==> config.mk <==
export PLATFORM = sky130hd
export DESIGN_NAME = apb_req_sched_flat
export DESIGN_NICKNAME = d
export VERILOG_FILES = /design/src/rtl/apb_req_sched_pkg.sv /design/src/rtl/apb_req_sched_if.sv /design/src/rtl/apb_req_sched_arbiter.sv /design/src/rtl/apb_req_sched.sv /design/src/flat_wrapper.sv
export SDC_FILE = /design/constraint.sdc
export NUM_CORES = 1
export LEC_CHECK = 0
export BUFFER_PORTS_ARGS = -buffer_cell sky130_fd_sc_hd__buf_2
export CORE_MARGIN = 3
export CORE_UTILIZATION = 31
export CTS_CLUSTER_DIAMETER = 40
export DETAILED_ROUTE_END_ITERATION = 16
export SLEW_MARGIN = 15
export SYNTH_ARGS = -nofsm -noshare
export SYNTH_HDL_FRONTEND = slang
export SYNTH_HIERARCHICAL = 1
export SYNTH_SLANG_ARGS = --single-unit
==> constraint.sdc <==
create_clock -name clk -period 2.2 [get_ports clk]
set_input_delay 0.22 -clock clk [delete_from_list [all_inputs] [get_ports clk]]
set_output_delay 0.22 -clock clk [all_outputs]
set_load 0.05 [all_outputs]
==> src/rtl/apb_req_sched_pkg.sv <==
// Shared types for the APB request scheduler: FSM state encoding and the
// width of the slave-select field carried in the request address.
package apb_sched_pkg;

  localparam int SEL_W = 4;

  typedef enum logic [1:0] {
    IDLE   = 2'd0,
    SETUP  = 2'd1,
    ACCESS = 2'd2,
    RESP   = 2'd3
  } state_t;

endpackage

==> src/rtl/apb_req_sched_if.sv <==
// Requester-side handshakes plus the APB/mux control bus of the scheduler.
// valid/ready: a request moves when req_valid and req_ready are both high in
// the same cycle; a response moves when rsp_valid and rsp_ready are both high.
interface apb_req_sched_if #(
  parameter int NUM_REQ = 2
);
  import apb_sched_pkg::*;

  logic [NUM_REQ-1:0]       req_valid;
  logic [NUM_REQ-1:0]       req_ready;
  logic [NUM_REQ-1:0][31:0] req_addr;
  logic [NUM_REQ-1:0]       req_write;
  logic [NUM_REQ-1:0][31:0] req_wdata;
  logic [NUM_REQ-1:0]       rsp_valid;
  logic [NUM_REQ-1:0]       rsp_ready;
  logic [31:0]              rsp_rdata;
  logic                     rsp_err;
  logic [31:0]              paddr;
  logic                     pwrite;
  logic [31:0]              pwdata;
  logic                     penable;
  logic                     ctrl_psel;
  logic [SEL_W-1:0]         ctrl_addr_mux;
  logic [31:0]              ctrl_prdata;
  logic                     ctrl_pready;
  logic                     ctrl_pslverr;

  modport master (
    input  req_valid, req_addr, req_write, req_wdata, rsp_ready,
           ctrl_prdata, ctrl_pready, ctrl_pslverr,
    output req_ready, rsp_valid, rsp_rdata, rsp_err,
           paddr, pwrite, pwdata, penable, ctrl_psel, ctrl_addr_mux
  );

  modport slave (
    output req_valid, req_addr, req_write, req_wdata, rsp_ready,
           ctrl_prdata, ctrl_pready, ctrl_pslverr,
    input  req_ready, rsp_valid, rsp_rdata, rsp_err,
           paddr, pwrite, pwdata, penable, ctrl_psel, ctrl_addr_mux
  );

endinterface

==> src/rtl/apb_req_sched_arbiter.sv <==
// Combinational round-robin pick: first asserted request scanning upward
// from ptr, wrapping modulo NUM_REQ.
module apb_rr_arbiter #(
  parameter int NUM_REQ = 2,
  parameter int IDX_W   = 1
) (
  input  logic [NUM_REQ-1:0] req,
  input  logic [IDX_W-1:0]   ptr,
  output logic [IDX_W-1:0]   grant,
  output logic               grant_valid
);

  logic [IDX_W-1:0] cand;

  always_comb begin
    grant       = '0;
    grant_valid = 1'b0;
    cand        = '0;
    for (int i = 0; i < NUM_REQ; i++) begin
      cand = IDX_W'((int'(ptr) + i) % NUM_REQ);
      if (!grant_valid && req[cand]) begin
        grant       = cand;
        grant_valid = 1'b1;
      end
    end
  end

endmodule

==> src/rtl/apb_req_sched.sv <==
// Round-robin scheduler that sequences one APB transfer at a time onto the
// shared slave mux and returns data/error to the granted requester.
module apb_req_sched
  import apb_sched_pkg::*;
#(
  parameter int NUM_REQ = 2,
  parameter int SEL_LSB = 12,
  parameter int TIMEOUT = 255,
  parameter int CNT_W   = 8
) (
  input  logic                  clk,
  input  logic                  rst_n,
  apb_req_sched_if.master       bus,
  output state_t                state
);

  localparam int IDX_W = (NUM_REQ > 1) ? $clog2(NUM_REQ) : 1;
  localparam logic [CNT_W-1:0] TO_LAST = CNT_W'((TIMEOUT == 0) ? 0 : TIMEOUT - 1);
  localparam logic [IDX_W-1:0] LAST_IDX = IDX_W'(NUM_REQ - 1);

  logic [IDX_W-1:0]   ptr_q;
  logic [IDX_W-1:0]   gnt_q;
  logic [IDX_W-1:0]   arb_grant;
  logic               arb_valid;
  logic [CNT_W-1:0]   cnt_q;
  logic [31:0]        paddr_q;
  logic               pwrite_q;
  logic [31:0]        pwdata_q;
  logic               psel_q;
  logic               penable_q;
  logic [NUM_REQ-1:0] rsp_valid_q;
  logic [31:0]        rdata_q;
  logic               err_q;

  apb_rr_arbiter #(
    .NUM_REQ (NUM_REQ),
    .IDX_W   (IDX_W)
  ) u_arb (
    .req         (bus.req_valid),
    .ptr         (ptr_q),
    .grant       (arb_grant),
    .grant_valid (arb_valid)
  );

  // The accept pulse is combinational so the grant and the register capture
  // happen in the same IDLE cycle.
  always_comb begin
    bus.req_ready = '0;
    if (state == IDLE && arb_valid) bus.req_ready[arb_grant] = 1'b1;
  end

  always_ff @(posedge clk or negedge rst_n) begin
    if (!rst_n) begin
      state       <= IDLE;
      ptr_q       <= '0;
      gnt_q       <= '0;
      cnt_q       <= '0;
      paddr_q     <= '0;
      pwrite_q    <= 1'b0;
      pwdata_q    <= '0;
      psel_q      <= 1'b0;
      penable_q   <= 1'b0;
      rsp_valid_q <= '0;
      rdata_q     <= '0;
      err_q       <= 1'b0;
    end else begin
      case (state)
        IDLE: begin
          if (arb_valid) begin
            gnt_q    <= arb_grant;
            paddr_q  <= bus.req_addr[arb_grant];
            pwrite_q <= bus.req_write[arb_grant];
            pwdata_q <= bus.req_wdata[arb_grant];
            psel_q   <= 1'b1;
            state    <= SETUP;
          end
        end
        SETUP: begin
          cnt_q     <= '0;
          penable_q <= 1'b1;
          state     <= ACCESS;
        end
        ACCESS: begin
          cnt_q <= cnt_q + 1'b1;
          // pready wins over an expiring timeout in the same cycle.
          if (bus.ctrl_pready) begin
            rdata_q            <= pwrite_q ? 32'h0 : bus.ctrl_prdata;
            err_q              <= bus.ctrl_pslverr;
            psel_q             <= 1'b0;
            penable_q          <= 1'b0;
            rsp_valid_q        <= '0;
            rsp_valid_q[gnt_q] <= 1'b1;
            state              <= RESP;
          end else if (TIMEOUT != 0 && cnt_q == TO_LAST) begin
            rdata_q            <= 32'h0;
            err_q              <= 1'b1;
            psel_q             <= 1'b0;
            penable_q          <= 1'b0;
            rsp_valid_q        <= '0;
            rsp_valid_q[gnt_q] <= 1'b1;
            state              <= RESP;
          end
        end
        RESP: begin
          if (bus.rsp_ready[gnt_q]) begin
            rsp_valid_q <= '0;
            ptr_q       <= (gnt_q == LAST_IDX) ? '0 : gnt_q + 1'b1;
            state       <= IDLE;
          end
        end
        default: state <= IDLE;
      endcase
    end
  end

  assign bus.paddr         = paddr_q;
  assign bus.pwrite        = pwrite_q;
  assign bus.pwdata        = pwdata_q;
  assign bus.ctrl_psel     = psel_q;
  assign bus.penable       = penable_q;
  assign bus.ctrl_addr_mux = paddr_q[SEL_LSB +: SEL_W];
  assign bus.rsp_valid     = rsp_valid_q;
  assign bus.rsp_rdata     = rdata_q;
  assign bus.rsp_err       = err_q;

endmodule

==> src/flat_wrapper.sv <==
// flat-port wrapper written by rule: the top's interface ports become plain ports
module apb_req_sched_flat import apb_sched_pkg::*;
#(
  parameter int NUM_REQ = 2,
  parameter int SEL_LSB = 12,
  parameter int TIMEOUT = 255,
  parameter int CNT_W   = 8
)
  (clk, rst_n, state, bus_req_valid, bus_req_addr, bus_req_write, bus_req_wdata, bus_rsp_ready, bus_ctrl_prdata, bus_ctrl_pready, bus_ctrl_pslverr, bus_req_ready, bus_rsp_valid, bus_rsp_rdata, bus_rsp_err, bus_paddr, bus_pwrite, bus_pwdata, bus_penable, bus_ctrl_psel, bus_ctrl_addr_mux);
  apb_req_sched_if #(.NUM_REQ(NUM_REQ)) bus_i ();
  input  logic clk;
  input  logic rst_n;
  output state_t state;
  input wire logic [$bits(bus_i.req_valid)-1:0] bus_req_valid;
  input wire logic [$bits(bus_i.req_addr)-1:0] bus_req_addr;
  input wire logic [$bits(bus_i.req_write)-1:0] bus_req_write;
  input wire logic [$bits(bus_i.req_wdata)-1:0] bus_req_wdata;
  input wire logic [$bits(bus_i.rsp_ready)-1:0] bus_rsp_ready;
  input wire logic [$bits(bus_i.ctrl_prdata)-1:0] bus_ctrl_prdata;
  input wire logic [$bits(bus_i.ctrl_pready)-1:0] bus_ctrl_pready;
  input wire logic [$bits(bus_i.ctrl_pslverr)-1:0] bus_ctrl_pslverr;
  output wire logic [$bits(bus_i.req_ready)-1:0] bus_req_ready;
  output wire logic [$bits(bus_i.rsp_valid)-1:0] bus_rsp_valid;
  output wire logic [$bits(bus_i.rsp_rdata)-1:0] bus_rsp_rdata;
  output wire logic [$bits(bus_i.rsp_err)-1:0] bus_rsp_err;
  output wire logic [$bits(bus_i.paddr)-1:0] bus_paddr;
  output wire logic [$bits(bus_i.pwrite)-1:0] bus_pwrite;
  output wire logic [$bits(bus_i.pwdata)-1:0] bus_pwdata;
  output wire logic [$bits(bus_i.penable)-1:0] bus_penable;
  output wire logic [$bits(bus_i.ctrl_psel)-1:0] bus_ctrl_psel;
  output wire logic [$bits(bus_i.ctrl_addr_mux)-1:0] bus_ctrl_addr_mux;
  assign bus_i.req_valid = bus_req_valid;
  assign bus_i.req_addr = bus_req_addr;
  assign bus_i.req_write = bus_req_write;
  assign bus_i.req_wdata = bus_req_wdata;
  assign bus_i.rsp_ready = bus_rsp_ready;
  assign bus_i.ctrl_prdata = bus_ctrl_prdata;
  assign bus_i.ctrl_pready = bus_ctrl_pready;
  assign bus_i.ctrl_pslverr = bus_ctrl_pslverr;
  assign bus_req_ready = bus_i.req_ready;
  assign bus_rsp_valid = bus_i.rsp_valid;
  assign bus_rsp_rdata = bus_i.rsp_rdata;
  assign bus_rsp_err = bus_i.rsp_err;
  assign bus_paddr = bus_i.paddr;
  assign bus_pwrite = bus_i.pwrite;
  assign bus_pwdata = bus_i.pwdata;
  assign bus_penable = bus_i.penable;
  assign bus_ctrl_psel = bus_i.ctrl_psel;
  assign bus_ctrl_addr_mux = bus_i.ctrl_addr_mux;
  apb_req_sched #(.NUM_REQ(NUM_REQ), .SEL_LSB(SEL_LSB), .TIMEOUT(TIMEOUT), .CNT_W(CNT_W)) u_core (.clk(clk), .rst_n(rst_n), .bus(bus_i), .state(state));
endmodule
==> Word-level counts from Yosys, hierarchy flattened <==
Index checks and enable logic that the tools add are counted.
{ "classes": {"addsub": 3, "muxes": 41, "n_lt_le_gt_ge": 6, "n_eq_ne": 7, "n_reduce_logical": 17} }
{ "ops": {"columns": ["op", "n"], "rows": [
  ["two-way mux 32 bit", 7],
  ["two-way mux 1 bit", 20],
  ["case mux 8 bit (2 select lines)", 1],
  ["two-way mux 2 bit", 7],
  ["AND reduction 3 bit", 3],
  ["adder 8 x 1 -> 8 bit, second input constant", 1],
  ["equality test 8 bit, second input constant", 1],
  ["< comparator 1 x 2 -> 1 bit, second input constant", 4],
  ["case mux 2 bit (4 select lines)", 1],
  ["AND reduction 2 bit", 4],
  ["nonzero test 2 bit", 4],
  ["equality test 2 bit, second input constant", 2],
  ["logical AND 1 bit", 4],
  ["!= test 2 x 1 -> 1 bit, second input constant", 2],
  ["case mux 1 bit (2 select lines)", 2],
  ["case mux 2 bit (2 select lines)", 1],
  ["!= test 3 x 2 -> 1 bit, second input constant", 1],
  ["adder 1 bit, second input constant", 2],
  ["demux 1 bit (select 1 bit)", 2],
  ["equality test 2 x 1 -> 1 bit, second input constant", 1],
  [">= comparator 1 bit, second input constant", 2],
  ["logical NOT 2 bit", 1],
  ["logical NOT 1 bit", 1]
]} }
{ "word_totals": {"out_inout_bits": 110, "inputBits": 170, "regBits": 114, "word_cells": 86} }

==> Depth between registers and ports, before layout <==
{ "logic_depth": {"depth_word": 11, "ltp_mapped": 8, "mapped_depth_nobuf": 6} }

==> Cells and area by module <==
The synthesis kept the hierarchy.
{ "by_module_without_submodules": {"columns": ["module", "area_per_inst_um2", "instances", "seq_area_each_um2", "cells_per_inst"], "rows": [
  ["apb_req_sched", 5358.9, 1, 2852.7, 491],
  ["apb_rr_arbiter", 17.5, 1, 0.0, 3]
]} }

==> Worst setup path after synthesis <==
Ideal clock, no wire load.
{ "synth_path": {"path_kind": "reg-to-output", "from": "register u_core.state[0]", "to": "output bus_req_ready[0]", "n_path_buf": 2, "arrival_ns": 2.118, "slack_ns": -0.138, "required_time_ns": 1.980, "path_stages_with_launch": 7, "cell_sequence": "dfrtp_1 > inv_1 > ha_1 > nand2_1 > clkbuf_1 > clkbuf_1 > nor2_1"} }
{ "synth_between": {"elab_chain_cells": 3} }
{ "synth_rtl": {"columns": ["element", "line", "source"], "rows": [
  ["start, declared", "apb_req_sched.sv:14", "output state_t state"],
  ["start signal, assigned", "apb_req_sched.sv:54", "state <= IDLE;"],
  ["start signal, assigned", "apb_req_sched.sv:75", "state <= SETUP;"],
  ["start signal, assigned", "apb_req_sched.sv:81", "state <= ACCESS;"],
  ["logical NOT 2 bit", "apb_req_sched.sv:49", "if (state == IDLE && arb_valid) bus.req_ready[arb_grant] = 1'b1;"],
  ["logical AND 1 bit", "apb_req_sched.sv:49", null],
  ["two-way mux 2 bit", "apb_req_sched.sv:49", null],
  ["end, declared", "flat_wrapper.sv:22", "output wire logic [$bits(bus_i.req_ready)-1:0] bus_req_ready;"]
]} }
No other way between the ends.

==> Worst setup path in the final report <==
Ends and elaborated chain as after synthesis.

==> impl_metrics.tcl <==
set metrics [dict create \
    p_int_uw 6617 \
    hp-start "bus_ctrl_pslverr" \
    power.share.combinational_pct 52.1 \
    total_switching_power_uw 6712 \
    max_cap_viol_count 0 \
    globalRoute.totalOverflow 0 \
    yosysWarnings 6 \
    finalCritPeriodShare_pct 92.47 \
    clock_skew_ns 0.007237 \
    final_wtd_congestion 0.7437 \
    cts_made_buffers 17 \
    synthDistinctLibCells 37 \
    area.growth.synth_to_final_pct 43.24 \
    finish.net_count 945 \
    power_switching_share_pct 50.35 \
    largest_net_degree_at_the_start_of_global_routing 74 \
    ys_seq_area_share_pct 53.06 \
    synthesis.area_um2 5376 \
    ys.flop_type "sky130_fd_sc_hd__dfrtp_1" \
    synth-simple-area-share_pct 13.61 \
    category_of_the_worst_setup_path_launch_point "flop" \
    arrival_ns 1.81 \
    totalPowerFinal_uw 13330 \
    timing.final.max_slew_violations 0 \
    layout.cells.non_filler 1002 \
    postSynthAreaPerCell_um2 10.88 \
    detail_route.vias_per_cell 4.600 \
    worst_slew_margin_rel_pct 64.96 \
    setup-tns-final_ns 0 \
    clk_pin_slew_ns 0.05 \
    placement.io_buffers 279 \
    initial_utilization_pct 32.08 \
    setup_repair_after_global_routing_missed_its_margin "false" \
    holdCritPathClass "in2reg" \
    async_reset_ff_share_pct 100.0 \
    row_count 47 \
    clock.fmax_mhz 491.6 \
    synth_xor_area_share_pct 0.1629 \
    cp_max_fo 30 \
    drive_gt1_share_pct 43.22 \
    syn-num-nets 670 \
    synthMuxAreaShare_pct 13.06 \
    report.final.setup_viol 0 \
    grt_pass1_wl_um 23070 \
    largest_area_contributor_in_the_synthesized_netlist "sky130_fd_sc_hd__dfrtp_1" \
    floorplan.die.height_um 137.7 \
    worst_hold_path.num_cells 3 \
    insertedDiodeCount 0 \
    min_delay_worst_endpoint "u_core/bus.rsp_err$_DFFE_PN0P_" \
    ys_seq_elements 114 \
    worstSetupEndpointType "output pin" \
    worstMarginPinSlew_ns 0.5256 \
    antenna_violating_nets_left 0 \
    totalWireLength_um 14920 \
    synthCells 494 \
    clk-insertion-delay-late_ns 0.40 \
    synth_top_cells_by_area "sky130_fd_sc_hd__dfrtp_1 (53%), sky130_fd_sc_hd__mux2i_1 (13%), sky130_fd_sc_hd__o21ai_0 (6.9%)" \
    status "completed" \
    synth_compound_gate_area_share_pct 14.06 \
    worst_ep_required_time_ns 1.98 \
    cts.sink_count 114 \
    critical_path.reg2reg.endpoint "u_core/cnt_q[7]$_DFFE_PN0P_" \
    timing_worst_setup_path_type "reg2out" \
    hpwl_um 11040 \
    clockPowerShare_pct 20.9 \
    grt_antenna_before_repair 2 \
    clk_root_buffer_cell "sky130_fd_sc_hd__clkbuf_16" \
    minimum_clock_period_ns 2.034 \
    clk_path_buf_depth 2 \
    mostFrequentLayoutCell "sky130_fd_sc_hd__buf_2" \
    ctsHtreeMaxLevel 4 \
    number_of_global_route_vias_before_repair 4489 \
    top_level_ports 280 \
    synth-edff-count 0 \
    yosys_top_cell_area_share_pct 53.06 \
    vias 4609 \
    cell_count_of_the_worst_reg_to_reg_path 5 \
    mostFrequentLayoutCells "sky130_fd_sc_hd__buf_2 (278), sky130_fd_sc_hd__dfrtp_1 (114), sky130_fd_sc_hd__nand2_1 (75)" \
    pwr_density_cell_nw_per_um2 1731 \
    fp.coreArea_um2 16760 \
    design.die.area_um2 18960 \
    wire_per_inst_um 14.89 \
    drc 0 \
    gr-usage-all-layers_pct 15.45 \
    synth_adder_area_share_pct 1.396 \
    dpl.cell_count 966 \
    p_leak_uw 0.004375 \
    combinational_family_with_the_most_area_after_synthesis "compound AO/OA/AOI/OAI gates" \
    first_iter_violations 177 \
    r2r_slack_ns 0.40 \
    ir_drop_mv 0.9791 \
    die_width_um 137.7 \
    clock_tree_from_tritoncts "yes" \
    drt-pass1-iter-count 5 \
    total_count_of_hold_check_failures_in_the_final_report 0 \
    power.sequential.fraction_pct 26.9 \
    rr_startpoint "u_core/state[1]$_DFFE_PN0P_" \
]
## per-layer routing
layer	vias up	wire length (um)	GRT usage, %
li1	2304	-	-
met1	2089	6477	20.76
met2	197	6827	23.45
met3	15	1432	5.734
met4	4	158	4.336
met5	-	21	0
## worst max-delay path by stage
stage	startpoint	to	slack, ns	cells after the start
2_1_floorplan	u_core/state[0]$_DFFE_PN0P_	bus_req_ready[0]	0.06	6
3_3_place_gp	u_core/state[1]$_DFFE_PN0P_	u_core/cnt_q[7]$_DFFE_PN0P_	0.47	5
3_5_place_dp	u_core/state[1]$_DFFE_PN0P_	u_core/cnt_q[7]$_DFFE_PN0P_	0.42	5
4_1_cts	u_core/ptr_q$_DFFE_PN0P_	bus_req_ready[1]	0.07	4
5_1_grt	u_core/state[1]$_DFFE_PN0P_	bus_req_ready[0]	0.02	5
6_report	u_core/state[0]$_DFFE_PN0P_	bus_req_ready[0]	0.17	5
## synthesized netlist by cell type, types with 6 or more instances
master	instances
sky130_fd_sc_hd__buf_2	8
sky130_fd_sc_hd__and4b_1	32
sky130_fd_sc_hd__nor2_1	8
sky130_fd_sc_hd__o21ai_0	74
sky130_fd_sc_hd__buf_4	9
sky130_fd_sc_hd__a21o_1	32
sky130_fd_sc_hd__dfrtp_1	114
sky130_fd_sc_hd__mux2i_1	69
sky130_fd_sc_hd__ha_1	6
sky130_fd_sc_hd__nand2_1	76
sky130_fd_sc_hd__clkbuf_1	20
sky130_fd_sc_hd__inv_1	8
## sequential cells by signal, indices dropped and copies added, names as in the netlist
name	flops
u_core/bus.paddr	32
u_core/bus.pwdata	32
u_core/bus.rsp_rdata	32
u_core/cnt_q	8
u_core/bus.rsp_valid	2
u_core/state	2
u_core/bus.ctrl_psel	1
u_core/bus.penable	1
u_core/bus.pwrite	1
u_core/bus.rsp_err	1
u_core/gnt_q	1
u_core/ptr_q	1
## cell families (layout without fill, tap and decap cells)
kind of cell,Yosys count,in the layout
compound gates,124,124
xor+xnor,1,1
fa+ha+maj,6,6
buf+inv,49,337
flops,114,114
mux,70,70
simple gates,130,130
## power by group through the flow
stage	Combinational (uW)	Clock, uW	Sequential [uW]
global route	7430	2970	3730
finish	6950	2790	3590
detailed placement	7010	0	3600
CTS	7000	2860	3600
global placement	6940	0	3610
floorplan	2040	0	6790
## repair_timing
| item | CTS | global route |
|---|---|---|
| buffers inserted | 0 | 3 |
| hold buffers | 1 | 0 |
| gates resized for setup | 0 | 1 |
| endpoints found under the setup margin | 0 | 2 |
| endpoints found under the hold margin | 34 | 0 |
## per-stage QoR
step	utilization (%)	instance area, um^2	hold WS [ns]	setup WS (ns)
final	45.95	7701	0.07149	0.1657
after global routing	45.95	7701	0.08113	0.01980
after floorplan	-	5379	-0.07559	0.05579
after global placement	42.03	7044	0.2258	0.4657
after detailed placement	42.03	7044	0.2347	0.4163
after CTS	45.69	7657	0.04937	0.06990
## critical path, cell delays in order (launching register included)
cell and delay, ns:
sky130_fd_sc_hd__dfrtp_1 0.39, sky130_fd_sc_hd__inv_1 0.12, sky130_fd_sc_hd__ha_1 0.36, sky130_fd_sc_hd__nand2_8 0.18, sky130_fd_sc_hd__nor2_2 0.11, sky130_fd_sc_hd__buf_2 0.26
## final cells by class
| type | instances | area [um^2] |
|---|---|---|
| Sequential cell | 114 | 2853 |
| Inverter | 8 | 30.03 |
| Tap cell | 220 | 275.3 |
| Timing Repair Buffer | 297 | 1637 |
| Clock inverter | 13 | 160.2 |
| Clock buffer | 19 | 442.9 |
| Fill cell | 1640 | 9059 |
| Multi-Input combinational cell | 331 | 2303 |
Note: power is estimated with default switching activity, not from simulation.
